[config.mk]
export PLATFORM = sky130hd
export DESIGN_NAME = addsub_serial
export DESIGN_NICKNAME = d
export VERILOG_FILES = /design/src/rtl/addsub_serial.sv
export SDC_FILE = /design/constraint.sdc
export NUM_CORES = 1
export LEC_CHECK = 0
export CAP_MARGIN = 25
export CORE_MARGIN = 1.5
export CORE_UTILIZATION = 46
export DETAILED_ROUTE_END_ITERATION = 10
export GPL_TIMING_DRIVEN = 0
export MAX_ROUTING_LAYER = met4
export PLACE_DENSITY = 0.71
export SLEW_MARGIN = 10
export SYNTH_ARGS = -nofsm -noshare
export SYNTH_HDL_FRONTEND = slang
export SYNTH_SLANG_ARGS = --single-unit
[constraint.sdc]
create_clock -name clk -period 1.8 [get_ports clk]
set_input_delay 0.36 -clock clk [delete_from_list [all_inputs] [get_ports clk]]
set_output_delay 0.36 -clock clk [all_outputs]
set_load 0.02 [all_outputs]
[src/rtl/addsub_serial.sv]
// Multi-cycle adder/subtractor that handles SLICE bits of a WIDTH-bit
// operation per clock, with a start/busy/done handshake.
module addsub_serial #(
  parameter int WIDTH = 8,
  parameter int SLICE = 2
) (
  input  logic             clk,
  input  logic             rst_n,
  input  logic             start,
  input  logic             sub,
  input  logic [WIDTH-1:0] a,
  input  logic [WIDTH-1:0] b,
  output logic             busy,
  output logic             done,
  output logic [WIDTH-1:0] result,
  output logic             cout,
  output logic             ovf,
  output logic             zero
);

  localparam int N  = (SLICE > 0) ? WIDTH / SLICE : 1;
  localparam int CW = (N > 1) ? $clog2(N) : 1;

  localparam logic [0:0] IDLE = 1'b0;
  localparam logic [0:0] RUN  = 1'b1;

  generate
    if (WIDTH < 1 || SLICE < 1 || SLICE > WIDTH
        || (WIDTH % SLICE) != 0) begin : g_bad_params
      $error("addsub_serial: illegal WIDTH/SLICE");
    end
  endgenerate

  logic [0:0]       state;
  logic [CW-1:0]    cnt;
  logic [WIDTH-1:0] a_q;
  logic [WIDTH-1:0] b_q;
  logic [WIDTH-1:0] acc;
  logic             carry;

  logic [SLICE-1:0]       sa;
  logic [SLICE-1:0]       sb;
  logic [SLICE:0]         ssum;
  logic                   cin_msb;
  logic [WIDTH+SLICE-1:0] cat;
  logic [WIDTH-1:0]       acc_nxt;
  logic                   last;

  // b is pre-inverted at start, so subtract is a + ~b + 1
  always_comb begin
    sa      = a_q[SLICE-1:0];
    sb      = b_q[SLICE-1:0];
    ssum    = {1'b0, sa} + {1'b0, sb}
            + {{SLICE{1'b0}}, carry};
    cin_msb = sa[SLICE-1] ^ sb[SLICE-1]
            ^ ssum[SLICE-1];
    cat     = {ssum[SLICE-1:0], acc};
    acc_nxt = WIDTH'(cat >> SLICE);
    last    = (cnt == CW'(N - 1));
  end

  always_ff @(posedge clk or negedge rst_n) begin
    if (!rst_n) begin
      state  <= IDLE;
      cnt    <= '0;
      a_q    <= '0;
      b_q    <= '0;
      acc    <= '0;
      carry  <= 1'b0;
      busy   <= 1'b0;
      done   <= 1'b0;
      result <= '0;
      cout   <= 1'b0;
      ovf    <= 1'b0;
      zero   <= 1'b0;
    end else begin
      done <= 1'b0;
      unique case (1'b1)
        (state == IDLE): begin
          if (start) begin
            a_q   <= a;
            b_q   <= b ^ {WIDTH{sub}};
            carry <= sub;
            cnt   <= '0;
            busy  <= 1'b1;
            state <= RUN;
          end
        end
        (state == RUN): begin
          a_q   <= a_q >> SLICE;
          b_q   <= b_q >> SLICE;
          carry <= ssum[SLICE];
          acc   <= acc_nxt;
          cnt   <= cnt + CW'(1);
          if (last) begin
            result <= acc_nxt;
            cout   <= ssum[SLICE];
            ovf    <= cin_msb ^ ssum[SLICE];
            zero   <= (acc_nxt == '0);
            done   <= 1'b1;
            busy   <= 1'b0;
            cnt    <= '0;
            state  <= IDLE;
          end
        end
        default: state <= IDLE;
      endcase
    end
  end

endmodule

# [After elaboration in Yosys (flattened, before gate mapping)]
# Index checks and enable logic that the tools add are counted.
[totals] regBits=41 inputBits=20 out_inout_bits=13 elab_cells=43
[classes] addsub=3 n_eq_ne=3 mux=17 n_bitwise=5 n_reduce_logical=3
[op_table] op="one-hot mux 8 bit (2 select lines)" n=2
[op_table] op="two-way mux 8 bit" n=2
[op_table] op="logical NOT 8 bit" n=1
[op_table] op="XOR 8 bit" n=1
[op_table] op="two-way mux 1 bit" n=7
[op_table] op="one-hot mux 1 bit (2 select lines)" n=3
[op_table] op="two-way mux 2 bit" n=2
[op_table] op="one-hot mux 2 bit (2 select lines)" n=1
[op_table] op="AND reduction 2 bit" n=2
[op_table] op="adder 2 x 2 -> 3 bit" n=1
[op_table] op="adder 3 x 1 -> 3 bit" n=1
[op_table] op="XOR 1 bit" n=3
[op_table] op="adder 2 x 1 -> 2 bit, second input constant" n=1
[op_table] op="== test 2 bit, second input constant" n=1
[op_table] op="inequality test 2 x 1 -> 1 bit, second input constant" n=1
[op_table] op="inequality test 2 bit, second input constant" n=1
[op_table] op="NOT 1 bit" n=1

# [Longest topological paths before layout]
# Gate-level depths: netlist of the first run.
[logic_depth] ltp_word=4 mapped_depth=6 ltp_nobuf=6

# [Least setup slack after synthesis of the first run]
# Ideal clock, no wire load.
[synth_path] path_kind="register to register" start="reg a_q[0]" end="reg ovf" t_arrival_ns=1.718 setup_slack_ns=-0.038 stages_incl_launch_ff=7 period_less_slack_ns=1.838 path_cell_list="dfrtp_1 > inv_1 > fa_1 > fa_1 > xor2_1 > xnor2_1 > o21ai_2"
[synth_between] elab_chain_len=4
[synth_lines] element="start, declared" line="36" text="logic [WIDTH-1:0] a_q;"
[synth_lines] element="start signal, assigned" line="90" text="a_q <= a_q >> SLICE;"
[synth_lines] element="adder 2 x 2 -> 3 bit (*)" line="53" text="ssum = {1'b0, sa} + {1'b0, sb}"
[synth_lines] element="adder 3 x 1 -> 3 bit (*)" line="54" text="+ {{SLICE{1'b0}}, carry};"
[synth_lines] element="XOR 1 bit" line="56" text="^ ssum[SLICE-1];"
[synth_lines] element="XOR 1 bit (*)" line="98" text="ovf <= cin_msb ^ ssum[SLICE];"
[synth_lines] element="end signal, assigned" line="98"
[synth_lines] element="end, declared" line="17" text="output logic ovf,"
# Every way passes the cells marked *; elsewhere a longest branch is shown, timed or not.
# A chain may end at the register's enable or synchronous reset.

# [Worst setup path in the final report of the first run]
# Same ends and word-level chain as after synthesis.

==> results of run 1 <==
==> worst paths after layout <==
| path | cells after the start | slack, ns | to | startpoint |
|---|---|---|---|---|
| min in group asynchronous | 2 | 0.46 | result[0] | rst_n |
| hold / removal | 3 | 0.44 | b_q[7] | sub |
| max in group asynchronous | 3 | 0.90 | b_q[3] | rst_n |
| hold reg to reg | 2 | 0.49 | ovf | ovf |
| setup reg to reg | 6 | -0.03 | ovf | a_q[0] |
| setup / recovery | 6 | -0.03 | ovf | a_q[0] |
==> sequential cells by signal, summed over array words and instances (netlist names), 2 cells and up <==
register  count
acc           6
b_q           8
cnt           2
a_q           8
result        8
==> layer usage <==
metal	track usage [%]	up-vias	share of wire (%)
met5	-	-	0
met4	6.38	0	1.1
met3	6.13	6	5.2
met2	31.2	43	50
met1	20.9	594	44
li1	-	591	-
==> repair_timing <==
item	in CTS	in global routing
setup endpoints to repair	1	2
pin swaps	4	0
endpoints found under the hold margin	9	0
buffers inserted	1	1
hold buffers	1	0
gates resized for setup	2	1
==> where the power goes <==
group / switching [W] / internal (W) / leakage, nW
Clock: 0.000306 / 0.000449 / 0.0612
Sequential: 0.000230 / 0.00125 / 0.499
Combinational: 0.000891 / 0.000957 / 0.562
Total: 0.00143 / 0.00265 / 1.12
==> per-stage QoR <==
| step | instances | total power, W | setup WS [ns] |
|---|---|---|---|
| finish | 245 | 0.00408 | -0.0259 |
| global route | 245 | 0.00437 | -0.0949 |
| CTS | 244 | 0.00406 | -0.0362 |
| detailed placement | 234 | 0.00326 | -0.129 |
| global placement | 233 | 0.00317 | -0.497 |
| floorplan | 155 | 0.00269 | -0.0155 |
==> cells by family after synthesis <==
logic type	Yosys count
flip-flops	39
buffers and inverters	20
AND/OR/NAND/NOR	31
AO/OA/AOI/OAI	26
multiplexers	25
XOR/XNOR	10
adder cells (fa/ha/maj)	4
==> cell usage after synthesis <==
library cell and n:
dfrtp_1 39, nand2_1 19, o21ai_1 18, mux2i_1 17, inv_1 10, mux2_4 8, nor2_1 8, xor2_1 7
buf_6 6, a211oi_1 3, xnor2_1 3, a22o_1 2, buf_2 2, fa_1 2, ha_1 2, a21oi_1 1
buf_4 1, clkbuf_1 1, nand2_4 1, nand4_1 1, nor2b_1 1, nor4_1 1, o21ai_2 1, o22ai_1 1
==> final cells by class <==
class | instances | share of cell area [%]
Buffer | 10 | 3.77
Clock buffer | 6 | 3.50
Clock inverter | 2 | 1.49
Inverter | 10 | 1.59
Multi-Input combinational cell | 96 | 31.3
Sequential cell | 39 | 41.4
Tap cell | 48 | 2.55
Timing Repair Buffer | 34 | 14.4
==> cell usage in the layout, fill, tap and decap left out, types with 2 or more instances in the layout <==
master           netlist  layout
fa_2                   0       2
a22o_1                 2       2
inv_2                  0       2
mux2_4                 8       8
ha_1                   2       2
inv_1                 10       8
xor2_1                 7       6
mux2i_1               17      17
o21ai_1               18      18
clkbuf_8               0       6
buf_4                  1       3
buf_2                  2       3
nand2_1               19      19
buf_6                  6       6
dfrtp_1               39      39
nor2_1                 8       8
xnor2_1                3       3
clkdlybuf4s50_1        0      29
a211oi_1               3       3
==> worst min-delay path: stages <==
cell      delay [ns]
buf_6           0.13
xnor2_1         0.13
a211oi_1        0.06
==> results.toml, run 1 <==
[route]
final_antenna_net_count = 0
via_per_inst = 5.04
dr.pass1.iters = 4
vias = 1234
route.detailed.drc = 0
drt-total-wl_um = 3320
avgRoutedWirePerCell_um = 13.6
initialDrtViolationCount = 61

[synthesis]
synth_top_area_share_pct = 53.4
syn-num-nets = 179
synth_simple_gate_area_share_pct = 7.19
synth.yosys.warnings = 0
synth_seq_cells = 39
synth_cells = 155
yosys-top-cells-area = "dfrtp_1, mux2i_1, mux2_4"
synth-compound-area-share_pct = 8.22
yosysUniqueCellTypes = 24
synth.cell_area_um2 = 1830
synth_top_family_by_area = "multiplexers"
synthAdderAreaFrac_pct = 3.56
synth_mux_area_share_pct = 15.9
yosysSeqAreaShare_pct = 53.4
synth_top_area_cell = "dfrtp_1"
synth-xor-area-share_pct = 4.79
postSynthAreaPerCell_um2 = 11.8

[run_status]
violations = "negative setup slack"
outcome = "complete, but fails checks"

[power]
power.density_nw_per_um2 = 1730
ir_drop_mv = 0.616
p_leak_nw = 1.12

[setup_path]
critPathTopFamily = "adder cells"
cp_max_fo = 2
worst-path-buf-inv = 1
crit_path_frequent_cell = "fa_2"
crit_chain = "inv_2 > fa_2 > fa_2 > xor2_2 > xnor2_1 > o21ai_2"
crit_arrival_ns = 2.00
crit_path_top_delay_cell = "fa_2"
endpoint_kind = "register"
slowest_delay_ns = 0.57
path_class = "register to register"
cp.required_ns = 1.98
crit_path_start_kind = "register"

[timing]
drv_slew = 0
fmax_mhz = 548
setup_tns_ns = -0.0259
rsz0062_at_grt = "true"
period_needed_ns = 1.83
fin_skew_ns = 0.00902
relSlewSlack_pct = 70.8
setup_violations = 1
post-route-period-util_pct = 101
worst_pin_slew_ns = 0.439
fin_ws_ns = -0.0259
holdWs_ns = 0.438
finalHoldViolations = 0

[cells_and_area]
multi_input_area_um2 = 737
final_core_util_pct = 63.0
diodes = 0
fin_nets = 220
area.growth.synth_to_final_pct = 29.0
final_layout_size_suffix_gt1_share_pct = 18.3
fillers = 324
fin_area_um2 = 2360
seqCellArea_um2 = 976

[hold_path]
min_path_type = "primary input to register"

[clocking]
clock_sinks = 39
htree_levels = 2
cts_tree = "built"
cts_max_path_buffers = 2
clockRootBuffer = "clkbuf_8"
cts-buffers-inserted = 5
clkTransAtPathRegs_ns = 0.08
insertion_delay_ns = 0.29

[global_route]
grt_pass1_wl_um = 5870
grt_pass1_vias = 1330
grt_antenna_before_repair = 0
gr-total-overflow = 0
grt_use_total_pct = 18.6
grt_start_max_net_pins = 31

[placed_design]
gp_congestion = 0.823
portBuffers = 30
dp_hpwl_um = 2420
dpl-instance-area_um2 = 2200

[die]
dieArea_um2 = 4360
core_um2 = 3740
start_util_pct = 48.8
ios = 33
num_rows = 22
die_height_um = 66.0
die_w_um = 66.0

[job]
drv_cap = 0
Note: power is estimated with default switching activity, not from simulation.
==> run 2: changes to the inputs <==
--- a/config.mk
+++ b/config.mk
@@ -5,13 +5,13 @@
 export SDC_FILE = /design/constraint.sdc
 export NUM_CORES = 1
 export LEC_CHECK = 0
+export ABC_AREA = 1
 export CAP_MARGIN = 25
 export CORE_MARGIN = 1.5
 export CORE_UTILIZATION = 46
 export DETAILED_ROUTE_END_ITERATION = 10
 export GPL_TIMING_DRIVEN = 0
-export MAX_ROUTING_LAYER = met4
-export PLACE_DENSITY = 0.71
+export PLACE_DENSITY = 0.72
 export SLEW_MARGIN = 10
 export SYNTH_ARGS = -nofsm -noshare
 export SYNTH_HDL_FRONTEND = slang
==> run 2 against run 1 <==
Against the previous run: the run now ends clean; total power down 16%; sequential power down 4%; sequential cell count unchanged; global-route usage up 0.28 points; highest routed layer unchanged.
==> results.toml, run 2 <==
[placed_design]
dp_hpwl_um = 2340
dpl-instance-area_um2 = 2120
gp_congestion = 0.803
portBuffers = 32

[setup_path]
cp_max_fo = 5
crit-reg2reg-capture = "ovf"
r2r_slack_ns = 0.007
endpoint_kind = "register"
reg2reg_from = "b_q[0]"
path_class = "register to register"
crit_chain = "inv_2 > fa_2 > fa_2 > inv_2 > nand2_2 > nand2_1 > nand2_1 > nand3_1"
r2r_cells = 8
crit_path_start_kind = "register"
crit_arrival_ns = 1.97
slowest_delay_ns = 0.60
crit_path_top_delay_cell = "fa_2"
cp.required_ns = 1.97

[cells_and_area]
final_layout_size_suffix_gt1_share_pct = 9.79
fin_area_um2 = 2230
top_regs = "a_q x8, b_q x8, result x8"
final_core_util_pct = 61.5
diodes = 0
area.growth.synth_to_final_pct = 29.4
fin_nets = 259
final_common_cell = "nand2_1"
final_cell_mix = "nand2_1, dfrtp_1, clkdlybuf4s50_1"

[synthesis]
synth.cell_area_um2 = 1730
synth-compound-area-share_pct = 11.5
yosysSeqAreaShare_pct = 56.5
synth_async_sr_flop_share_pct = 100
yosysUniqueCellTypes = 18
synth_simple_gate_area_share_pct = 19.1
synth.most_common_cell = "nand2_1"
synth_cells = 193
synthFlopType = "dfrtp_1"
synthAdderAreaFrac_pct = 3.77
synth_seq_cells = 39
synth-xor-area-share_pct = 3.04
synth_top_area_share_pct = 56.5
synth_mux_area_share_pct = 0
yosys-top-cells-area = "dfrtp_1, nand2_1, o21ai_0"
postSynthAreaPerCell_um2 = 8.95
synth.yosys.warnings = 0
synthTopCellsByCount = "nand2_1, dfrtp_1, o21ai_0"
synth_top_area_cell = "dfrtp_1"
synth_top_family_by_area = "simple AND/OR/NAND/NOR gates"
syn-num-nets = 217
synth-edff-count = 0

[route]
final_antenna_net_count = 0
wl_met2_um = 1510
vias = 1359
wl_met1_um = 1540
wl_met3_um = 138
dr.pass1.iters = 4
via_per_inst = 4.80
initialDrtViolationCount = 57
route.detailed.drc = 0
avgRoutedWirePerCell_um = 11.5
drt-total-wl_um = 3260
maxUsedRoutingLayer = "met4"

[clocking]
clockRootBuffer = "clkbuf_8"
insertion_delay_ns = 0.29
clkTransAtPathRegs_ns = 0.07
htree_levels = 2
clock_sinks = 39
cts-buffers-inserted = 5
cts_tree = "built"
cts_max_path_buffers = 2

[global_route]
grt_use_total_pct = 18.9
grt_pass1_vias = 1274
grt_pass1_wl_um = 5810
grt_antenna_before_repair = 0
grt_start_max_net_pins = 29
gr-total-overflow = 0

[timing]
rsz0062_at_grt = "true"
setup_violations = 0
drv_slew = 0
finalHoldViolations = 0
post-route-period-util_pct = 99.6
holdWs_ns = 0.481
fmax_mhz = 558
fin_skew_ns = 0.00675
worst_pin_slew_ns = 0.377
setup_tns_ns = 0
relSlewSlack_pct = 74.9
period_needed_ns = 1.79

[power]
total_power_w = 0.00342
p_leak_nw = 1.05
power.density_nw_per_um2 = 1530
ir_drop_mv = 0.566

[run_status]
outcome = "finished clean"

[die]
dieArea_um2 = 4130
ios = 33
die_height_um = 64.3
start_util_pct = 47.5
die_w_um = 64.3
core_um2 = 3630
num_rows = 22

[job]
drv_cap = 0

[hold_path]
min_path_type = "primary input to asynchronous set/reset pin"
-- run 2: routing by layer --
layer,vias up,global-route usage (%)
met5,-,0
li1,687,-
met4,0,8.78
met2,31,28.5
met1,635,24.4
met3,6,6.34
-- run 2: kinds of logic after synthesis --
| family | count (synthesis) |
|---|---|
| DFF | 39 |
| AOI/OAI and AO/OA | 33 |
| buffers and inverters | 26 |
| and+or+nand+nor | 85 |
| adders and majority gates | 4 |
| xor gates and xnor gates | 6 |
-- run 2: repair_timing --
action / 4_1_cts / 5_1_grt
hold endpoints to repair: 11 / 0
resized for setup: 3 / 3
hold buffers: 1 / 0
setup endpoints to repair: 2 / 2
buffers inserted: 1 / 0
pin swaps: 4 / 5
-- run 2: worst max path at each step --
stage                      start   end  slack, ns  depth (start not counted)
final                     b_q[0]   ovf      0.007                          8
after CTS                  carry   ovf      -0.02                          8
after global placement     rst_n  busy      -0.58                          1
after global routing      b_q[0]   ovf      -0.07                          8
after detailed placement  a_q[0]   ovf      -0.07                          8
after floorplan           a_q[0]   ovf        0.1                          8
-- run 2: critical path, delay by kind of cell, from the launching register on --
kind                     cells  cell delay [ns]
flip-flops                   1             0.37
buffers and inverters        2             0.10
adder cells (fa/ha/maj)      2             0.99
AND/OR/NAND/NOR              4             0.24
-- run 2: power breakdown --
part	leakage, nW	internal, W	switching [W]
logic	0.495	0.000630	0.000779
clock network	0.0470	0.000300	0.000292
registers	0.507	0.00122	0.000203
-- run 2: area by class of cell --
class | instances | area (µm²)
plain buffers | 7 | 32.5
flip-flops and latches | 39 | 976
clock inverters | 1 | 5.00
fillers | 327 | 1400
well taps | 48 | 60.1
repair buffers | 35 | 353
multi-input cells | 128 | 653
clock buffers | 6 | 82.6
inverters | 19 | 72.6
-- run 2: through the flow --
step	setup WS [ns]	std cells
finish	0.00729	283
detailed placement	-0.0731	274
CTS	-0.0192	283
global route	-0.0697	283
global placement	-0.582	273
floorplan	0.0955	193
==> run 3: changes to the inputs <==
--- a/config.mk
+++ b/config.mk
@@ -8,10 +8,10 @@
 export ABC_AREA = 1
 export CAP_MARGIN = 25
 export CORE_MARGIN = 1.5
-export CORE_UTILIZATION = 46
+export CORE_UTILIZATION = 45
 export DETAILED_ROUTE_END_ITERATION = 10
 export GPL_TIMING_DRIVEN = 0
-export PLACE_DENSITY = 0.72
+export PLACE_DENSITY = 0.79
 export SLEW_MARGIN = 10
 export SYNTH_ARGS = -nofsm -noshare
 export SYNTH_HDL_FRONTEND = slang
==> run 3 against run 2 <==
Against the previous run: critical path depth decreased by 2; clock skew shrank 0.00056 ns; count of clock-buffer cells in the layout unchanged; clock power down 1%; wire length is 4.9% lower; fmax increased by 3.0%.
==> results.toml, run 3 (same netlist as run 2, synthesis figures left out) <==
[run_status]
outcome = "finished clean"

[power]
power.density_nw_per_um2 = 1520
p_leak_nw = 1.05
ir_drop_mv = 0.676

[global_route]
grt_start_max_net_pins = 28
grt_pass1_wl_um = 5870
grt_use_total_pct = 18.1
grt_pass1_vias = 1363
gr-total-overflow = 0
grt_antenna_before_repair = 0

[placed_design]
dp.cells = 274
place_ws_ns = -0.0185
portBuffers = 32
gp_congestion = 0.780
dp_hpwl_um = 2280

[cells_and_area]
top_regs = "a_q x8, b_q x8, result x8"
final_layout_size_suffix_gt1_share_pct = 10.2
final_core_util_pct = 61.2
final_cell_mix = "nand2_1, dfrtp_1, clkdlybuf4s50_1"
area.growth.synth_to_final_pct = 29.9
stdcell_count = 284
fillers = 334
fin_nets = 260
final_common_cell = "nand2_1"
diodes = 0

[setup_path]
crit_arrival_ns = 1.91
endpoint_kind = "register"
crit_path_start_kind = "register"
cp_max_fo = 5
path_class = "register to register"
r2r_cells = 6
cp.required_ns = 1.97

[timing]
fin_skew_ns = 0.00619
rsz0062_at_grt = "true"
setup_violations = 0
post-route-period-util_pct = 96.7
finalHoldViolations = 0
holdWs_ns = 0.480
worst_pin_slew_ns = 0.394
drv_slew = 0
fin_ws_ns = 0.0597
fmax_mhz = 575
period_needed_ns = 1.74
relSlewSlack_pct = 73.8
setup_tns_ns = 0

[clocking]
clockRootBuffer = "clkbuf_8"
insertion_delay_ns = 0.29
htree_levels = 2
clkTransAtPathRegs_ns = 0.07
clock_sinks = 39
cts_max_path_buffers = 2
cts_tree = "built"
cts-buffers-inserted = 5

[die]
start_util_pct = 47.2
num_rows = 22
ios = 33
die_w_um = 64.9
die_height_um = 64.9
dieArea_um2 = 4220
core_um2 = 3660

[route]
avgRoutedWirePerCell_um = 10.9
via_per_inst = 4.74
initialDrtViolationCount = 37
dr.pass1.iters = 4
vias = 1345
route.detailed.drc = 0
final_antenna_net_count = 0
drt-total-wl_um = 3100

[job]
drv_cap = 0

[hold_path]
min_path_type = "register to register"
hold-path-cell-count = 2
run 3: changes by cell type in the layout (fill, tap and decap cells not counted), sizes merged:
| cell | before | now |
|---|---|---|
| buf | 8 | 9 |
run 3: layout make-up:
class                           instances  area (µm²)  share of cell area, %
Clock buffer                            6        82.6                   3.68
Clock inverter                          1        5.00                  0.223
Tap cell                               48        60.1                   2.68
Inverter                               19        72.6                   3.24
Multi-Input combinational cell        128         653                   29.1
Sequential cell                        39         976                   43.5
Buffer                                  7        32.5                   1.45
Timing Repair Buffer                   36         360                   16.1
run 3: repair_timing:
action                     CTS  global route
hold buffers                 1             0
setup endpoints to repair    2             2
setup buffers                0             2
cloned                       0             0
pin swaps                    3             3
gates resized for setup      3             3
hold endpoints to repair    12             0
run 3: routing by layer:
layer	track usage [%]	vias to the layer above	part of all wire (%)
met5	0	-	0
met4	5.59	0	1.6
met3	6.25	7	4.4
met2	28.9	28	46
met1	23.2	617	48
li1	-	693	-
run 3: worst paths after layout:
| kind | slack, ns | endpoint | start |
|---|---|---|---|
| worst max-delay path | 0.06 | ovf | b_q[0] |
| worst min-delay path | 0.48 | b_q[6] | b_q[6] |
| worst max register to register | 0.06 | ovf | b_q[0] |
| worst min register to register | 0.48 | b_q[6] | b_q[6] |
| max in group asynchronous | 0.86 | result[5] | rst_n |
| min in group asynchronous | 0.50 | b_q[1] | rst_n |
run 3: critical path, stage by stage, from the launching register on:
cell and delay, ns:
dfrtp_1 0.36, inv_2 0.05, fa_2 0.38, fa_2 0.59, nand2_1 0.08, nand3_1 0.09, nand3_1 0.08
run 3: where the power goes:
part | leakage [nW] | internal (W) | switching (W)
sequential | 0.507 | 0.00122 | 0.000197
combinational | 0.500 | 0.000636 | 0.000764
clock | 0.0470 | 0.000300 | 0.000285
run 3: metrics by stage:
stage / power, W / area [µm²]
after floorplan: 0.00226 / 1730
after global placement: 0.00272 / 2110
after detailed placement: 0.00278 / 2120
after CTS: 0.00339 / 2220
after global routing: 0.00372 / 2240
final: 0.00340 / 2240
